### config.mk
export PLATFORM = sky130hd
export DESIGN_NAME = fifo1_rd_sched
export DESIGN_NICKNAME = d
export VERILOG_FILES = /design/src/rtl/fifo1_rd_pkg.sv /design/src/rtl/fifo1_rd_sched_tmo_cnt.sv /design/src/rtl/vote.sv /design/src/rtl/fifo1_rd_sched.sv
export SDC_FILE = /design/constraint.sdc
export NUM_CORES = 1
export LEC_CHECK = 0
export ABC_AREA = 1
export CAP_MARGIN = 10
export CORE_MARGIN = 5
export CORE_UTILIZATION = 45
export CTS_CLUSTER_DIAMETER = 50
export CTS_CLUSTER_SIZE = 16
export DETAILED_ROUTE_END_ITERATION = 12
export HOLD_SLACK_MARGIN = 0.05
export PLACE_DENSITY = 0.68
export SLEW_MARGIN = 20
export SYNTH_ARGS = -nofsm -noshare
export SYNTH_HDL_FRONTEND = slang
export SYNTH_SLANG_ARGS = --single-unit
export TNS_END_PERCENT = 50
### constraint.sdc
create_clock -name CLK -period 3 [get_ports CLK]
set_input_delay 0.75 -clock CLK [delete_from_list [all_inputs] [get_ports CLK]]
set_output_delay 0.75 -clock CLK [all_outputs]
set_load 0.005 [all_outputs]
### src/rtl/fifo1_rd_pkg.sv
// fifo1_rd_pkg: shared types and defaults for the fifo1 read-side scheduler.
//   state_t  : scheduler state code (3-bit binary; the unused code 7 recovers to IDLE)
//   core_t   : state + settle/gap counter + event counter, voted as one word under TMR
package fifo1_rd_pkg;

  typedef enum logic [2:0] {
    ST_IDLE   = 3'd0,
    ST_SETTLE = 3'd1,
    ST_LATCH  = 3'd2,
    ST_START  = 3'd3,
    ST_RUN    = 3'd4,
    ST_NOSCA  = 3'd5,
    ST_GAP    = 3'd6
  } state_t;

  typedef struct packed {
    state_t      st;
    logic [2:0]  sg;   // shared settle/gap counter
    logic [11:0] evt;  // completed events, wraps
  } core_t;

  localparam core_t CORE_RST = '{st: ST_IDLE, sg: 3'd0, evt: 12'd0};

  localparam int DEF_SETTLE  = 2;
  localparam int DEF_GAP     = 2;
  localparam int DEF_TMO_W   = 10;
  localparam int DEF_TMO_MAX = 1000;

endpackage

### src/rtl/fifo1_rd_sched_tmo_cnt.sv
// tmo_cnt: clearable up-counter with terminal-count compare, optionally triplicated.
//   clk, rst : clock, synchronous active-high reset
//   clr      : force count to 0
//   inc      : count up by one
//   tc       : count equals LIMIT
module tmo_cnt #(
  parameter int W     = 10,
  parameter int LIMIT = 999,
  parameter int TMR   = 0
) (
  input  logic clk,
  input  logic rst,
  input  logic clr,
  input  logic inc,
  output logic tc
);

  localparam int N = (TMR != 0) ? 3 : 1;

  logic [W-1:0] cnt_r [N];
  logic [W-1:0] cnt_v;

  // Every copy reloads from the voted value so a single upset is scrubbed.
  always_ff @(posedge clk) begin
    for (int i = 0; i < N; i++) begin
      if (rst || clr) cnt_r[i] <= '0;
      else            cnt_r[i] <= inc ? cnt_v + W'(1) : cnt_v;
    end
  end

  generate
    if (TMR != 0) begin : g_tmr
      vote #(.W(W)) u_vote (.a(cnt_r[0]), .b(cnt_r[1]), .c(cnt_r[2]), .y(cnt_v));
    end else begin : g_simplex
      assign cnt_v = cnt_r[0];
    end
  endgenerate

  assign tc = (cnt_v == W'(LIMIT));

endmodule

### src/rtl/vote.sv
// vote: bitwise 2-of-3 majority.
//   a, b, c : the three redundant copies
//   y       : majority value
module vote #(
  parameter int W = 1
) (
  input  logic [W-1:0] a,
  input  logic [W-1:0] b,
  input  logic [W-1:0] c,
  output logic [W-1:0] y
);

  assign y = (a & b) | (a & c) | (b & c);

endmodule

### src/rtl/fifo1_rd_sched.sv
// fifo1_rd_sched: read-side scheduler for the LCT/L1A block-number FIFO.
// Waits for EMPT_B to stay high SETTLE cycles, latches the head entry, pops it
// once, then either runs the digitizer (START/DONE with timeout) or, for
// SCA-full entries, emits a no-data strobe. GAP idle cycles follow each event.
//   CLK, RST                 : clock, synchronous active-high reset
//   ENABLE                   : allow new events to start
//   EMPT_B, FIFO_*           : fifo1 status and head entry
//   POP                      : one-cycle fifo1 read strobe
//   DIG_START/DIG_BLK/DIG_PHASE/DIG_DONE : digitizer handshake
//   NOSCA_EVT                : event popped with SCA-full set
//   RD_ACTIVE                : not in IDLE
//   EVT_CNT                  : completed events (wraps)
//   TMO_ERR                  : sticky digitizer-timeout flag
module fifo1_rd_sched
  import fifo1_rd_pkg::*;
#(
  parameter int SETTLE  = DEF_SETTLE,
  parameter int GAP     = DEF_GAP,
  parameter int TMO_W   = DEF_TMO_W,
  parameter int TMO_MAX = DEF_TMO_MAX,
  parameter int TMR     = 0
) (
  input  logic        CLK,
  input  logic        RST,
  input  logic        ENABLE,
  input  logic        EMPT_B,
  input  logic [3:0]  FIFO_DOUT,
  input  logic        FIFO_LCT_PHASE,
  input  logic        FIFO_DLSCAFULL,
  output logic        POP,
  output logic        DIG_START,
  output logic [3:0]  DIG_BLK,
  output logic        DIG_PHASE,
  input  logic        DIG_DONE,
  output logic        NOSCA_EVT,
  output logic        RD_ACTIVE,
  output logic [11:0] EVT_CNT,
  output logic        TMO_ERR
);

  localparam int         N        = (TMR != 0) ? 3 : 1;
  localparam logic [2:0] SETTLE_C = 3'(SETTLE);
  localparam logic [2:0] GAP_C    = 3'(GAP);
  localparam state_t     POST_EVT = (GAP == 0) ? ST_IDLE : ST_GAP;

  core_t core_r [N];
  core_t core_v;
  core_t core_n;
  logic  tmo_tc;
  logic  tmo_hit;

  always_ff @(posedge CLK) begin
    for (int i = 0; i < N; i++) begin
      if (RST) core_r[i] <= CORE_RST;
      else     core_r[i] <= core_n;
    end
  end

  generate
    if (TMR != 0) begin : g_tmr
      vote #(.W($bits(core_t))) u_vote (
        .a(core_r[0]), .b(core_r[1]), .c(core_r[2]), .y(core_v)
      );
    end else begin : g_simplex
      assign core_v = core_r[0];
    end
  endgenerate

  // tc fires in the TMO_MAX-th RUN cycle: the counter holds the number of
  // RUN cycles already spent, cleared in START.
  tmo_cnt #(.W(TMO_W), .LIMIT(TMO_MAX - 1), .TMR(TMR)) u_tmo (
    .clk(CLK),
    .rst(RST),
    .clr(core_v.st == ST_START),
    .inc(core_v.st == ST_RUN),
    .tc (tmo_tc)
  );

  always_comb begin
    core_n  = core_v;
    tmo_hit = 1'b0;
    case (core_v.st)
      ST_IDLE: begin
        if (ENABLE && EMPT_B) begin
          core_n.st = ST_SETTLE;
          core_n.sg = 3'd1;
        end
      end
      ST_SETTLE: begin
        // EMPT_B must stay high for the whole window, otherwise start over.
        if (!EMPT_B)                  core_n.st = ST_IDLE;
        else if (core_v.sg == SETTLE_C) core_n.st = ST_LATCH;
        else                          core_n.sg = core_v.sg + 3'd1;
      end
      ST_LATCH: begin
        // The SCA-full flag is consumed here; the branch taken is its record.
        core_n.st = FIFO_DLSCAFULL ? ST_NOSCA : ST_START;
      end
      ST_START: core_n.st = ST_RUN;
      ST_RUN: begin
        // DONE wins over a simultaneous timeout.
        if (DIG_DONE || tmo_tc) begin
          tmo_hit    = !DIG_DONE;
          core_n.evt = core_v.evt + 12'd1;
          core_n.st  = POST_EVT;
          core_n.sg  = 3'd1;
        end
      end
      ST_NOSCA: begin
        core_n.evt = core_v.evt + 12'd1;
        core_n.st  = POST_EVT;
        core_n.sg  = 3'd1;
      end
      ST_GAP: begin
        if (core_v.sg == GAP_C) core_n.st = ST_IDLE;
        else                    core_n.sg = core_v.sg + 3'd1;
      end
      default: core_n.st = ST_IDLE;
    endcase
  end

  always_ff @(posedge CLK) begin
    if (RST) begin
      DIG_BLK   <= 4'd0;
      DIG_PHASE <= 1'b0;
      TMO_ERR   <= 1'b0;
    end else begin
      if (core_v.st == ST_LATCH) begin
        DIG_BLK   <= FIFO_DOUT;
        DIG_PHASE <= FIFO_LCT_PHASE;
      end
      if (tmo_hit) TMO_ERR <= 1'b1;
    end
  end

  assign POP       = (core_v.st == ST_LATCH);
  assign DIG_START = (core_v.st == ST_START);
  assign NOSCA_EVT = (core_v.st == ST_NOSCA);
  assign RD_ACTIVE = (core_v.st != ST_IDLE);
  assign EVT_CNT   = core_v.evt;

endmodule

==> results of run 1 <==
## tightest hold or removal path: cells and delay by family, from the launching register on
family             cells  cell delay [ns]
DFF                    1             0.32
and+or+nand+nor        1             0.06
AOI/OAI and AO/OA      1             0.05
## sequential cells by signal (all words and copies together), names as in the netlist
register / cells
DIG_BLK: 4
DIG_PHASE: 1
TMO_ERR: 1
core_r: 18
u_tmo.cnt_r: 10
## stage by stage
stage	worst slack, ns	hold WS (ns)
after floorplan	1.41	0.457
final	0.459	0.487
after CTS	0.451	0.488
after detailed placement	0.765	0.477
after global placement	0.809	0.466
after global routing	0.291	0.528
## per-layer routing
| metal | GRT usage | wire length (um) | up-vias |
|---|---|---|---|
| met5 | 0 | 0 | - |
| met4 | 0.0629 | 70 | 0 |
| met1 | 0.195 | 2130 | 798 |
| li1 | - | - | 996 |
| met3 | 0.0284 | 156 | 7 |
| met2 | 0.238 | 1810 | 36 |
## placed cells by master, fill, tap and decap left out, drive strengths merged
| cell | n |
|---|---|
| nand2 | 86 |
| nor2 | 53 |
| dfxtp | 34 |
| clkdlybuf4s50 | 32 |
| inv | 31 |
| nand3 | 24 |
| a21oi | 17 |
| o21ai | 10 |
| xor2 | 7 |
| clkbuf | 7 |
| nand4 | 6 |
| nor3 | 6 |
| ha | 4 |
| clkinv | 2 |
| xnor2 | 2 |
| buf | 2 |
| nand3b | 1 |
| nor4 | 1 |
| o221ai | 1 |
| nor3b | 1 |
| or2 | 1 |
## final timing paths
check,cells after the start,end
max reg2reg,9,core_r[0][1]
min,2,u_tmo.cnt_r[0][8]
max,4,POP
min reg2reg,2,u_tmo.cnt_r[0][8]
## layout make-up
type,count,area (um2)
clock buffers,7,86.3
clock inverters,1,5.00
fillers,461,1950
inverters,32,121
multi-input cells,220,1050
flip-flops and latches,34,681
well taps,52,65.1
repair buffers,34,335
## power breakdown
group / switching (W) / total [W] / internal [W]
combinational: 0.000405 / 0.000677 / 0.000272
sequential: 0.0000717 / 0.000598 / 0.000527
clock: 0.000157 / 0.000342 / 0.000185
## cells by family (layout without fill, tap and decap cells)
logic type               Yosys count  count (layout)  synth area share
adder cells (fa/ha/maj)            4               4            0.0254
AO/OA/AOI/OAI                     28              28            0.0731
AND/OR/NAND/NOR                  179             179             0.396
XOR/XNOR                           9               9            0.0401
flip-flops                        34              34             0.346
buffers and inverters             48              74             0.120
==> out/metrics.yaml, run 1 <==
status: "completed"
dp_hpwl_mm: 3.18
finalCritPeriodShare: 0.847
clk_pin_slew_ns: 0.07
wl_per_cell_um: 11.0
yosys.area.top_type_share: 0.346
h-tree-depth: 2
initial_utilization: 0.458
critPathBufInv: 2
synthTopCellsByCount: "nand2_1, nor2_1, dfxtp_1, inv_1, nand3_1"
clk_path_buf_depth: 2
diodes: 0
power_w: 0.00162
cts_sinks: 34
syn-num-nets: 317
die_area_mm2: 0.00580
min-delay-start: "u_tmo.cnt_r[0][8]"
power.leakage_nw: 0.918
hold_viol_final: 0
critPathTopFamily: "buffers and inverters"
grt_usage: 0.149
dp_cells: 372
fin_nets: 342
grt_pass1_vias: 1727
crit_arrival_ns: 1.79
finalSetupViolCount: 0
cts_resized: 0
worstMarginPinSlew_ns: 0.390
antenna_found_initial: 0
path_class: "register to output pin"
synthCells: 302
maxSlewHeadroom: 0.739
reg2reg_from: "u_tmo.cnt_r[0][0]"
cts_setup_buffers: 0
fin_area_mm2: 0.00235
clk_root_buffer_cell: "clkbuf_8"
num_rows: 24
regToRegSetupSlack_ns: 1.30
boundaryPins: 33
final_util: 0.546
synth.most_common_cell: "nand2_1"
async_flop_share: 0
area_growth_pct: 19.2
max-vdd-ir-drop_mv: 0.238
rsz0062_at_grt: "false"
cts_tree: "built"
cp.required_ns: 2.25
portBuffers: 32
synth-seq-cells: 34
synth_enable_flop_cells: 0
power_density_mw_per_mm2: 689
grt_start_max_net_pins: 14
drcViolationCount: 0
syn_area_per_cell_um2: 6.52
synthFlopType: "dfxtp_1"
clock_latency_ns: 0.28
cp_cell_sequence: "nor2_1, nand2_1, inv_1, clkdlybuf4s50_1"
critical_path.max_fanout: 7
gr-total-overflow: 0
finalWirelength_mm: 4.16
yosysWarnings: 0
core-area_mm2: 0.00429
cp_slowest_stage_delay_ns: 0.53
synth_seq_area_share: 0.346
synth_area_leaders: "dfxtp_1, nand2_1, nor2_1, inv_1, nand3_1"
final_max_slew_viol_count: 0
final_layout_size_suffix_gt1_frac: 0.0732
drtPass1Iterations: 4
slowest_stage: "clkdlybuf4s50_1"
ctsHoldBuffers: 0
tns_ns: 0
ant_nets: 0
max_cap_violations: 0
place.gp.congestion: 0.793
grt_pass1_wl_mm: 7.40
worst_setup_path_end_kind: "output pin"
syn-cell-area_mm2: 0.00197
dpl_cell_area_mm2: 0.00225
drtIter0Drc: 62
timing.final.crit_period_ns: 2.54
layout.cells.non_filler: 380
hold_class: "register to register"
yosysTopAreaCell: "dfxtp_1"
cp-start-kind: "register"
ys_types: 28
skew_ns: 0.00678
post_drt_via_cell_ratio: 4.83
vias: 1837
cts_buffers: 5
die_y_um: 76.1
max_freq_mhz: 394
fp.dieW_um: 76.1
startpoint: "core_r[0][17]"
Power figures use the tool's default switching activity.
==> run 2, diff against run 1 <==
Settings changed: PLACE_DENSITY 0.68 to 0.71.
Clock period 3 ns to 2.23 ns, I/O delays scaled along.
==> out/metrics.yaml, run 2 (same netlist as run 1, synthesis figures left out) <==
initial_utilization: 0.458
dp_cells: 372
clk_pin_slew_ns: 0.07
max-vdd-ir-drop_mv: 0.423
power.leakage_nw: 0.919
finalWirelength_mm: 4.26
antenna_found_initial: 0
fin_nets: 342
clkPwrFrac: 0.214
hold_slack_ns: 0.482
hold_class: "register to register"
grt_start_max_net_pins: 15
clk_root_buffer_cell: "clkbuf_8"
wl_per_cell_um: 11.2
largest_register: "core_r"
layout.cells.non_filler: 380
p_sw_w: 0.000862
vias: 1857
boundaryPins: 33
clock_latency_ns: 0.29
critical_path.max_fanout: 7
cts_sinks: 34
ant_nets: 0
drcViolationCount: 0
hold_viol_final: 0
timing.final.crit_period_ns: 2.12
finalSetupViolCount: 0
clk_path_buf_depth: 2
rsz0062_at_grt: "true"
sw_frac_of_total: 0.392
fp.dieW_um: 76.1
die_y_um: 76.1
n_fill_cell: 437
h-tree-depth: 2
power_density_mw_per_mm2: 935
final_common_cell: "nand2_1"
portBuffers: 32
drtIter0Drc: 85
die_area_mm2: 0.00580
final_layout_size_suffix_gt1_frac: 0.0793
diodes: 0
finalCritPeriodShare: 0.952
largestRegisters: "core_r (18), u_tmo.cnt_r (10), DIG_BLK (4)"
max_freq_mhz: 471
power_w: 0.00220
power_frac_seq: 0.368
core-area_mm2: 0.00429
grt_pass1_wl_mm: 7.43
place.gp.congestion: 0.814
largest_reg_flops: 18
final_cell_mix: "nand2_1, nor2_1, dfxtp_1"
cts_tree: "built"
post_drt_via_cell_ratio: 4.89
seq_area_um2: 681
dpl_cell_area_mm2: 0.00225
grt_pass1_vias: 1637
grt_usage: 0.151
cts_buffers: 5
multi_input_area_mm2: 0.00106
cp.required_ns: 1.67
max_cap_violations: 0
drtPass1Iterations: 4
area_growth_pct: 19.5
maxSlewHeadroom: 0.742
num_rows: 24
gr-total-overflow: 0
fin_area_mm2: 0.00235
skew_ns: 0.00391
cp-start-kind: "register"
internal-power_w: 0.00134
dp_hpwl_mm: 3.19
worst_setup_path_end_kind: "output pin"
worstMarginPinSlew_ns: 0.386
status: "completed"
final_max_slew_viol_count: 0
comb_power_share: 0.417
path_class: "register to output pin"
crit_arrival_ns: 1.57
==> run 2: cell count changes in the layout (fill, tap and decap cells not counted) <==
cell / delta
nand2_1: -1
nand2_2: +1
nor2_1: -1
nor2_2: +1
==> run 2: cell type report <==
class	count	area share
clock buffers	7	0.0367
clock inverters	1	0.00213
inverters	32	0.0516
multi-input cells	220	0.450
flip-flops and latches	34	0.290
well taps	52	0.0277
repair buffers	34	0.143
==> run 2: worst max-delay path, cell delays in order (launching register included) <==
cell	delay [ns]
dfxtp_1	0.37
nor2_2	0.21
nand2_2	0.12
inv_1	0.09
clkdlybuf4s50_1	0.49
==> run 2: worst paths after layout <==
kind                startpoint            to  slack, ns  depth (start not counted)
min reg2reg         DIG_BLK[3]    DIG_BLK[3]       0.48                          2
max              core_r[0][15]           POP       0.11                          4
min                 DIG_BLK[3]    DIG_BLK[3]       0.48                          2
max reg2reg  u_tmo.cnt_r[0][0]  core_r[0][6]       0.55                          9
==> run 2: power groups by stage <==
| stage | registers, W | logic [W] | clock network (W) |
|---|---|---|---|
| after floorplan | 0.000803 | 0.000654 | 0 |
| after global placement | 0.000816 | 0.000904 | 0 |
| after detailed placement | 0.000819 | 0.000914 | 0 |
| after CTS | 0.000808 | 0.000921 | 0.000484 |
| after global routing | 0.000826 | 0.00106 | 0.000514 |
| final | 0.000810 | 0.000917 | 0.000471 |
==> run 2: routing by layer <==
| metal | part of all wire | track usage |
|---|---|---|
| met3 | 0.063 | 0.0496 |
| met1 | 0.49 | 0.197 |
| met5 | 0 | 0 |
| met4 | 0.017 | 0.0594 |
| met2 | 0.43 | 0.229 |
==> run 2: through the flow <==
stage,setup TNS [ns],util,setup slack (ns)
CTS,0,0.547,0.0534
finish,0,0.547,0.107
global route,-0.00585,0.547,-0.00585
floorplan,0,-,0.836
global placement,0,0.525,0.283
detailed placement,0,0.525,0.256
==> run 2: what timing repair did <==
action | 4_1_cts | 5_1_grt
resized for setup | 1 | 1
endpoints found under the setup margin | 1 | 1
hold buffers | 0 | 0
buffers inserted | 0 | 0
